===== src/rtl/dcache_wb_axi_writer.sv =====
// dcache_wb_axi_writer: turns one dirty cache line into a single AXI4 INCR write burst and
// reports completion (done_o) and response error (err_o) back to the DCache miss/evict FSM.
// Ports:
//   clk_i, rst_ni                      clock, async active-low reset
//   req_valid_i/req_ready_o            writeback request handshake (ready only when idle)
//   req_addr_i, req_data_i             line address (low OFF bits ignored), line data (beat 0 in LSBs)
//   done_o, err_o                      1-cycle completion pulse, error flag valid with done_o
//   aw*_o, awready_i                   AXI write address channel
//   w*_o, wready_i                     AXI write data channel
//   bvalid_i/bready_o, bresp_i, bid_i  AXI write response channel
module dcache_wb_axi_writer #(
    parameter int LINE_WIDTH = 256,
    parameter int AXI_DATA_WIDTH = 32,
    parameter int ADDR_WIDTH = 32,
    parameter int AXI_ID_WIDTH = 4,
    parameter logic [AXI_ID_WIDTH-1:0] AXI_ID = '0
) (
    input  logic                        clk_i,
    input  logic                        rst_ni,
    input  logic                        req_valid_i,
    output logic                        req_ready_o,
    input  logic [ADDR_WIDTH-1:0]       req_addr_i,
    input  logic [LINE_WIDTH-1:0]       req_data_i,
    output logic                        done_o,
    output logic                        err_o,
    output logic                        awvalid_o,
    input  logic                        awready_i,
    output logic [ADDR_WIDTH-1:0]       awaddr_o,
    output logic [7:0]                  awlen_o,
    output logic [2:0]                  awsize_o,
    output logic [1:0]                  awburst_o,
    output logic [AXI_ID_WIDTH-1:0]     awid_o,
    output logic                        wvalid_o,
    input  logic                        wready_i,
    output logic [AXI_DATA_WIDTH-1:0]   wdata_o,
    output logic [AXI_DATA_WIDTH/8-1:0] wstrb_o,
    output logic                        wlast_o,
    input  logic                        bvalid_i,
    output logic                        bready_o,
    input  logic [1:0]                  bresp_i,
    input  logic [AXI_ID_WIDTH-1:0]     bid_i
);
    localparam int BEATS = LINE_WIDTH / AXI_DATA_WIDTH;
    localparam int OFF = $clog2(LINE_WIDTH / 8);
    localparam int BW = BEATS > 1 ? $clog2(BEATS) : 1;
    localparam logic [ADDR_WIDTH-1:0] AMASK = ~ADDR_WIDTH'((64'd1 << OFF) - 64'd1);

    typedef enum logic [1:0] {IDLE, SEND, RESP} state_t;

    state_t state, state_n;
    logic [BEATS-1:0][AXI_DATA_WIDTH-1:0] line;
    logic [ADDR_WIDTH-1:0] addr;
    logic [BW-1:0] beat;
    logic aw_done, w_done;
    logic accept, aw_hs, w_hs, w_last_hs;

    assign req_ready_o = state == IDLE;
    assign accept = req_valid_i & req_ready_o;
    assign aw_hs = awvalid_o & awready_i;
    assign w_hs = wvalid_o & wready_i;
    assign w_last_hs = w_hs & wlast_o;
    assign bready_o = state == RESP;
    assign done_o = bready_o & bvalid_i;
    assign err_o = done_o & ((bresp_i != 2'b00) | (bid_i != AXI_ID));

    assign awaddr_o = addr;
    assign awlen_o = 8'(BEATS - 1);
    assign awsize_o = 3'($clog2(AXI_DATA_WIDTH / 8));
    assign awburst_o = 2'b01;
    assign awid_o = AXI_ID;
    assign wdata_o = line[beat];
    assign wstrb_o = '1;
    assign wlast_o = beat == BW'(BEATS - 1);

    always_ff @(posedge clk_i or negedge rst_ni) begin
        if (!rst_ni) state <= IDLE;
        else state <= state_n;
    end

    // AW and W complete independently; the response phase starts only once both have.
    always_comb begin
        state_n = state;
        case (state)
            IDLE: state_n = accept ? SEND : IDLE;
            SEND: state_n = ((aw_done | aw_hs) & (w_done | w_last_hs)) ? RESP : SEND;
            RESP: state_n = done_o ? IDLE : RESP;
            default: state_n = IDLE;
        endcase
    end

    always_ff @(posedge clk_i or negedge rst_ni) begin
        if (!rst_ni) begin
            awvalid_o <= 1'b0;
            wvalid_o <= 1'b0;
            beat <= '0;
            aw_done <= 1'b0;
            w_done <= 1'b0;
        end else if (accept) begin
            awvalid_o <= 1'b1;
            wvalid_o <= 1'b1;
            beat <= '0;
            aw_done <= 1'b0;
            w_done <= 1'b0;
        end else begin
            if (aw_hs) begin
                awvalid_o <= 1'b0;
                aw_done <= 1'b1;
            end
            if (w_hs && !wlast_o) beat <= beat + BW'(1);
            if (w_last_hs) begin
                wvalid_o <= 1'b0;
                w_done <= 1'b1;
            end
        end
    end

    // Datapath needs no reset: it is only observable after a capture.
    always_ff @(posedge clk_i) begin
        if (accept) begin
            line <= req_data_i;
            addr <= req_addr_i & AMASK;
        end
    end
endmodule


===== config.mk =====
export PLATFORM = sky130hd
export DESIGN_NAME = dcache_wb_axi_writer
export DESIGN_NICKNAME = d
export VERILOG_FILES = /design/src/rtl/dcache_wb_axi_writer.sv
export SDC_FILE = /design/constraint.sdc
export NUM_CORES = 1
export LEC_CHECK = 0
export BUFFER_PORTS_ARGS = -buffer_cell sky130_fd_sc_hd__buf_2
export CORE_MARGIN = 4
export CORE_UTILIZATION = 50
export CTS_CLUSTER_DIAMETER = 80
export DETAILED_ROUTE_END_ITERATION = 10
export PLACE_DENSITY = 0.86
export SLEW_MARGIN = 40
export SYNTH_ARGS = -nofsm -noshare
export SYNTH_HDL_FRONTEND = slang
export SYNTH_SLANG_ARGS = --single-unit

===== constraint.sdc =====
create_clock -name clk_i -period 10.9 [get_ports clk_i]
set_input_delay 2.18 -clock clk_i [delete_from_list [all_inputs] [get_ports clk_i]]
set_output_delay 2.18 -clock clk_i [all_outputs]
set_load 0.01 [all_outputs]

==> summary.txt, run 1 <==
Timing
  – Worst clock skew: 10.27 ps
  – Slew Limit Fails: 0
  – Min Tclk post-route: 5368 ps
  – Rel. slew slack: 0.4800
  – Fin Setup TNS: 0 ps
  – Hold WS: roughly 500 ps
  – Final hold vios: 0
  – Fin worst setup slack: 5532 ps
  – Fmax achieved: 0.1863 GHz
  – Least-Margin Pin Slew: 780.1 ps
  – Fin crit share: 0.4925
  – RSZ-0062 raised after global routing: false
  – Final setup fails: 0

CTS
  – Post-CTS sizing: 0
  – Clk Tree Root Cell: clkbuf_16
  – CTS Sinks: around 300
  – Post-CTS Setup Inserts: 0
  – Worst-Skew Late Latency: 530 ps
  – CTS tree: done
  – Clk buf depth: 3
  – Cts hold-fix bufs: 0
  – Reg clk slew, reported paths: 60 ps
  – H-tree level count: 1
  – CTS Buf Count: 29

Placement
  – PortBufs: 360
  – Final GP Congestion: between 0.7 and 0.8
  – Placed insts: 1087
  – Post-DP HPWL: 16940 µm
  – Setup WS pre-CTS: 5522 ps

Die
  – Die area: 24710 µm²
  – Core area: 21890 µm²
  – I/O Pins: 392
  – Row cnt: 54
  – Die height: about 160 µm
  – Die Width: 157.2 µm
  – Initial core utilization: 0.5085

Detailed routing
  – Vias per inst: 5.172
  – Total length of routed wires: 23840 µm
  – Routed len/inst: 20.80 µm
  – Post-DRT Antenna Nets: 0
  – 1st-pass router iterations: 4
  – Via count: just under 6000
  – DRC viols: 0
  – First DRT Iteration DRCs: 430

Yosys
  – Synth area leader: edfxtp_1
  – EDFF count, synth: roughly 280
  – Compound-Gate Fraction of Synth Area: 0.003147
  – Adder-Cell Fraction of Synth Area: 0.002248
  – Post-Syn Area: 11130 µm²
  – Ys async rst share: 0.03082
  – Most frequent cell after synthesis: edfxtp_1
  – Mapped Cells: around 460
  – Seq cells post-synth: 292
  – Synth Area in XOR/XNOR: 0.0007869
  – Post-Synth Simple-Gate Area: 0.007194
  – Mux cell area share after synthesis: 0.1714
  – Most frequent cells after synthesis: edfxtp_1, mux4_2, mux2_2
  – Largest family of logic cells by synthesized area: multiplexers
  – Syn Area/Cell: 24.04 µm²
  – Largest cells by area after synthesis: edfxtp_1, mux4_2, mux4_1
  – Synth Flop Type: edfxtp_1
  – Share of the synthesized area in the top cell type: 0.7635
  – Yosys Warn Count: 0
  – Yosys cell types: 29
  – Seq/Total Area, Yosys: 0.7837

Worst setup path
  – Critical path data arrival time: 3190 ps
  – Critical path class: in2out
  – Crit-path cells: buf_2, or4_1, o31a_1, buf_2
  – CP delay by family, top: simple AND/OR/NAND/NOR gates
  – Crit path launch type: input port
  – CP most frequent cell: buf_2
  – Slowest-stage cell, CP: or4_1
  – Crit Path Max Fanout: 1
  – Worst path required time: between 8000 and 9000 ps
  – CP Capture Type: output pin
  – WP buf/inv: 2
  – Slowest cell delay on critical path: between 500 and 600 ps

Pwr
  – Sw frac: 0.2646
  – Clock group share of total power: 0.289
  – Maximum VDD drop: 163.2 µV
  – PD cells: 233.6 nW/µm²
  – Net Switching: 868.4 µW
  – Comb power frac: 0.243
  – Sequential Power Share: 0.468
  – Internal cell power: ~2.4 mW
  – Leakage power: 5.364 nW

Layout
  – Fin nets: 1141
  – Layout area overhead: 26.23%
  – Layout cells sized above 1: 0.5580
  – Fill count: ~1500
  – Final std cells w/o fill: 1146

GRT
  – Initial antenna violation count: 4
  – Largest net degree at the start of global routing: 170
  – First-pass GRT wire length: ~35000 µm
  – GRT overflow: 0
  – GR Util All Layers: 0.1867
  – Vias in the first global route: between 6000 and 7000

Run status
  – Status: complete, no violations

Job
  – Max_cap viols: 0

Min path
  – Worst hold path class: reg2reg
==> cell usage in the layout, fill, tap and decap left out, types with 2 or more instances in the layout <==
| cell | count |
|---|---|
| dfrtp_1 | 6 |
| buf_4 | 3 |
| nor2_1 | 8 |
| a21o_1 | 2 |
| buf_2 | 360 |
| diode_2 | 4 |
| buf_12 | 2 |
| mux2i_1 | 2 |
| bufinv_16 | 3 |
| mux2_2 | 33 |
| clkinv_1 | 11 |
| edfxtp_1 | 283 |
| clkbuf_16 | 29 |
| ha_1 | 2 |
| clkbuf_1 | 9 |
| dfrtp_4 | 2 |
| mux4_1 | 20 |
| conb_1 | 26 |
| mux4_2 | 44 |
==> area by class of cell <==
class | instances | area [µm²] | share of cell area
clock inverter | 16 | 145.1 | 0.01033
multi-input combinational | 149 | 2157 | 0.1535
clock buffer | 38 | 759.5 | 0.05406
antenna | 4 | 10.01 | 0.0007124
inverter | 1 | 3.754 | 0.0002672
tap | 280 | 350.3 | 0.02494
timing repair buffer | 366 | 1892 | 0.1347
sequential | 292 | 8732 | 0.6215
==> per-stage QoR <==
stage                     utilization  area, µm²  power, mW
after floorplan                     -      11220      2.169
after global placement         0.5977      13090      2.338
after detailed placement       0.5988      13110      2.369
after CTS                      0.6401      14010      3.323
after global routing           0.6418      14050      3.449
final                          0.6418      14050      3.282
==> power groups by stage <==
| stage | combinational, mW | clock [mW] | sequential (mW) |
|---|---|---|---|
| after floorplan | 0.632 | 0 | 1.54 |
| after global placement | 0.783 | 0 | 1.56 |
| after detailed placement | 0.803 | 0 | 1.57 |
| after CTS | 0.808 | 0.970 | 1.54 |
| after global routing | 0.865 | 1.03 | 1.56 |
| final | 0.797 | 0.949 | 1.54 |
==> cell families after synthesis <==
group | Yosys count
xor+xnor | 1
mux | 99
flops | 292
simple gates | 16
compound gates | 5
fa+ha+maj | 2
buf+inv | 46
other cells | 2
==> registers in the layout (all words and copies together) (netlist names) <==
| register | cells |
|---|---|
| wvalid_o | 1 |
| aw_done | 1 |
| beat | 3 |
| w_done | 1 |
| awaddr_o | 27 |
| state | 2 |
| awvalid_o | 1 |
| line | 256 |
==> worst paths after layout <==
check / from / to / slack (ps) / depth (start not counted)
max in group asynchronous: rst_ni / beat[0] / 9210 / 1
setup / recovery: bresp_i[1] / err_o / 5530 / 4
hold reg to reg: aw_done / aw_done / 500 / 2
setup reg to reg: beat[0] / state[1] / 8240 / 6
min in group asynchronous: rst_ni / state[1] / 1490 / 1
hold / removal: aw_done / aw_done / 500 / 2
==> per-layer routing <==
layer  GRT usage  routed length (µm)
met1      0.2179                8377
met2      0.3415               12940
met3     0.04509                1928
met4     0.05817                 591
met5           0                   0
==> worst register-to-register path, cell delays in order, from the launching register on <==
cell and delay (ps):
dfrtp_4 820, buf_4 680, ha_1 280, ha_1 220, a31oi_1 130, nor3b_1 280, mux2_2 210
(Power assumes the default switching activity.)
==> inputs of run 2 (changes only) <==
CORE_UTILIZATION = 45   (was 50)
PLACE_DENSITY = 0.82   (was 0.86)
clock period = 4.3 ns   (was 10.9 ns; I/O delays follow)
==> run 2 against run 1 <==
Worst hold slack worse by 350 ps. Clock skew is 2.3 ps lower. Global-route usage is 2.1 points lower. Core utilization is 5.9 points lower. Sequential share of layout area is 0.48 points lower. Clock power grew to 2.6 times the previous value. Critical endpoint is now wdata_o[31]. Count of clock-buffer cells in the layout is 2 lower. Non-clock buffer count is 1 higher.
==> summary.txt, run 2 (synthesis gave the netlist of run 1 again) <==
Run status
  – Status: complete, no violations

Placement
  – PortBufs: 360 (unchanged)
  – Setup WS pre-CTS: 1224 ps (-4298 ps)
  – Post-DP HPWL: 16910 µm (-0.17%)
  – Final GP Congestion: 0.7445 (-3.7%)

GRT
  – GRT overflow: 0 (unchanged)
  – GRT met1 Usage: 0.1898 (-0.02806)
  – Largest net degree at the start of global routing: 125 (-26%)
  – GRT met2 Usage: 0.2968 (-0.04477)
  – Initial antenna violation count: 5 (+1)
  – Vias in the first global route: 6280 (-1.9%)
  – Met3 GRT Util: 0.05014 (+0.005044)
  – GRT busiest layer: met2
  – GR Util All Layers: 0.1659 (-0.02080)
  – First-pass GRT wire length: 34200 µm (-3.0%)

Pwr
  – Final Total Pwr: 8.446 mW (+160%)
  – Maximum VDD drop: 444.1 µV (+170%)
  – PD cells: 596.3 nW/µm² (+160%)
  – Leakage power: 5.385 nW (+0.40%)

CTS
  – Post-CTS Setup Inserts: 0 (unchanged)
  – H-tree level count: 1 (unchanged)
  – CTS tree: done
  – Worst-Skew Late Latency: 550 ps (+20 ps)
  – Post-CTS sizing: 0 (unchanged)
  – Reg clk slew, reported paths: 60 ps (about the same)
  – Cts hold-fix bufs: 0 (unchanged)
  – CTS Buf Count: 30 (+3.4%)
  – Clk buf depth: 3 (unchanged)
  – CTS Sinks: 292 (unchanged)
  – Clk Tree Root Cell: clkbuf_16

Timing
  – Final setup fails: 0 (unchanged)
  – Slew Limit Fails: 0 (unchanged)
  – Fin crit share: 0.8295
  – Final hold vios: 0 (unchanged)
  – Min Tclk post-route: 3567 ps
  – Fin Setup TNS: 0 ps (unchanged)
  – Fmax achieved: 0.2804 GHz
  – RSZ-0062 raised after global routing: false
  – Rel. slew slack: 0.5357 (+0.05574)
  – Fin worst setup slack: 733.1 ps (-4798 ps)
  – Least-Margin Pin Slew: 696.5 ps (-83.60 ps)
  – Worst clock skew: 7.942 ps (-2.325 ps)

Die
  – Core area: 24320 µm² (+11%)
  – Die height: 165.3 µm (+5.1%)
  – Die Width: 165.3 µm (+5.1%)
  – Die area: 27320 µm² (+11%)
  – Initial core utilization: 0.4577 (-0.05078)
  – I/O Pins: 392 (unchanged)
  – Row cnt: 57 (+5.6%)

Layout
  – Max FFs per register: 256 (unchanged)
  – Fin nets: 1143 (+0.18%)
  – Layout cells sized above 1: 0.5655 (+0.007465)
  – Largest Register: line
  – Final Util: 0.5824 (-0.05941)
  – Layout area overhead: 27.25%
  – Most frequent cells in the layout: buf_2, edfxtp_1, mux4_2
  – Commonest non-fill, non-tap cell in the layout: buf_2

Min path
  – Worst hold path class: in2async

Worst setup path
  – Critical path data arrival time: 2710 ps (-480 ps)
  – CP Capture Type: output pin
  – Critical path class: reg2out
  – CP delay by family, top: multiplexers
  – Crit Path Max Fanout: 39 (+38)
  – R2R Setup Slk: 2170 ps (-6070 ps)
  – Crit path launch type: register
  – Slowest cell delay on critical path: 720 ps (+190 ps)
  – Slowest-stage cell, CP: dfrtp_4
  – Worst path required time: 3440 ps (-5280 ps)
  – Crit-path cells: buf_12, mux4_1, mux2_2, buf_2
  – WP buf/inv: 2 (unchanged)

Detailed routing
  – Via count: 5867 (-1.0%)
  – 1st-pass router iterations: 4 (unchanged)
  – Total length of routed wires: 23720 µm (-0.49%)
  – DRC viols: 0 (unchanged)
  – Post-DRT Antenna Nets: 0 (unchanged)
  – Routed len/inst: 19.93 µm (-4.2%)
  – Vias per inst: 4.930 (-4.7%)
  – First DRT Iteration DRCs: 316 (-27%)

Job
  – Max_cap viols: 0 (unchanged)
==> run 2: cell count changes in the layout (fill, tap and decap cells not counted), sizes merged <==
cell,delta
clkinvlp,+3
clkbuf,-2
buf,+1
clkinv,-1
diode,-1
==> run 2: where the power goes <==
part | leakage (nW) | switching [mW] | total, mW | internal, mW
registers | 2.69 | 0.291 | 3.89 | 3.60
logic | 2.24 | 0.932 | 2.07 | 1.14
clock network | 0.451 | 1.03 | 2.49 | 1.46
total | 5.39 | 2.26 | 8.45 | 6.19
==> run 2: layout make-up <==
cell class                      count  area, µm²
Fill cell                        1790      10160
Sequential cell                   292       8735
Multi-Input combinational cell    149       2157
Timing Repair Buffer              367       1904
Clock buffer                       36      773.2
Tap cell                          324      405.4
Clock inverter                     18      177.7
Antenna cell                        3      7.507
Inverter                            1      3.754
==> run 2: through the flow <==
step           instances  instance area, µm²  hold WS, ps
2_1_floorplan        487               11220        455.9
3_3_place_gp        1132               13180        472.6
3_5_place_dp        1133               13210        479.4
4_1_cts             1187               14160        131.9
5_1_grt             1190               14160        147.5
6_report            1190               14160        152.6
==> run 2: per-layer routing <==
metal	share of wire	routed length [µm]	vias to the layer above
met3	0.094	2224	58
met1	0.35	8225	2872
met5	0.00034	8	-
li1	-	-	2656
met4	0.031	743	2
met2	0.53	12520	279
==> run 2: path summary, 6_finish.rpt <==
path                                startpoint            to  cells after the start
worst max-delay path                   beat[0]   wdata_o[31]                      4
max in group asynchronous               rst_ni       beat[0]                      1
min in group clk_i              req_addr_i[22]  awaddr_o[22]                      1
worst max register to register         beat[0]      state[1]                      6
worst min-delay path                    rst_ni       beat[1]                      1
worst min register to register        state[1]      state[0]                      1
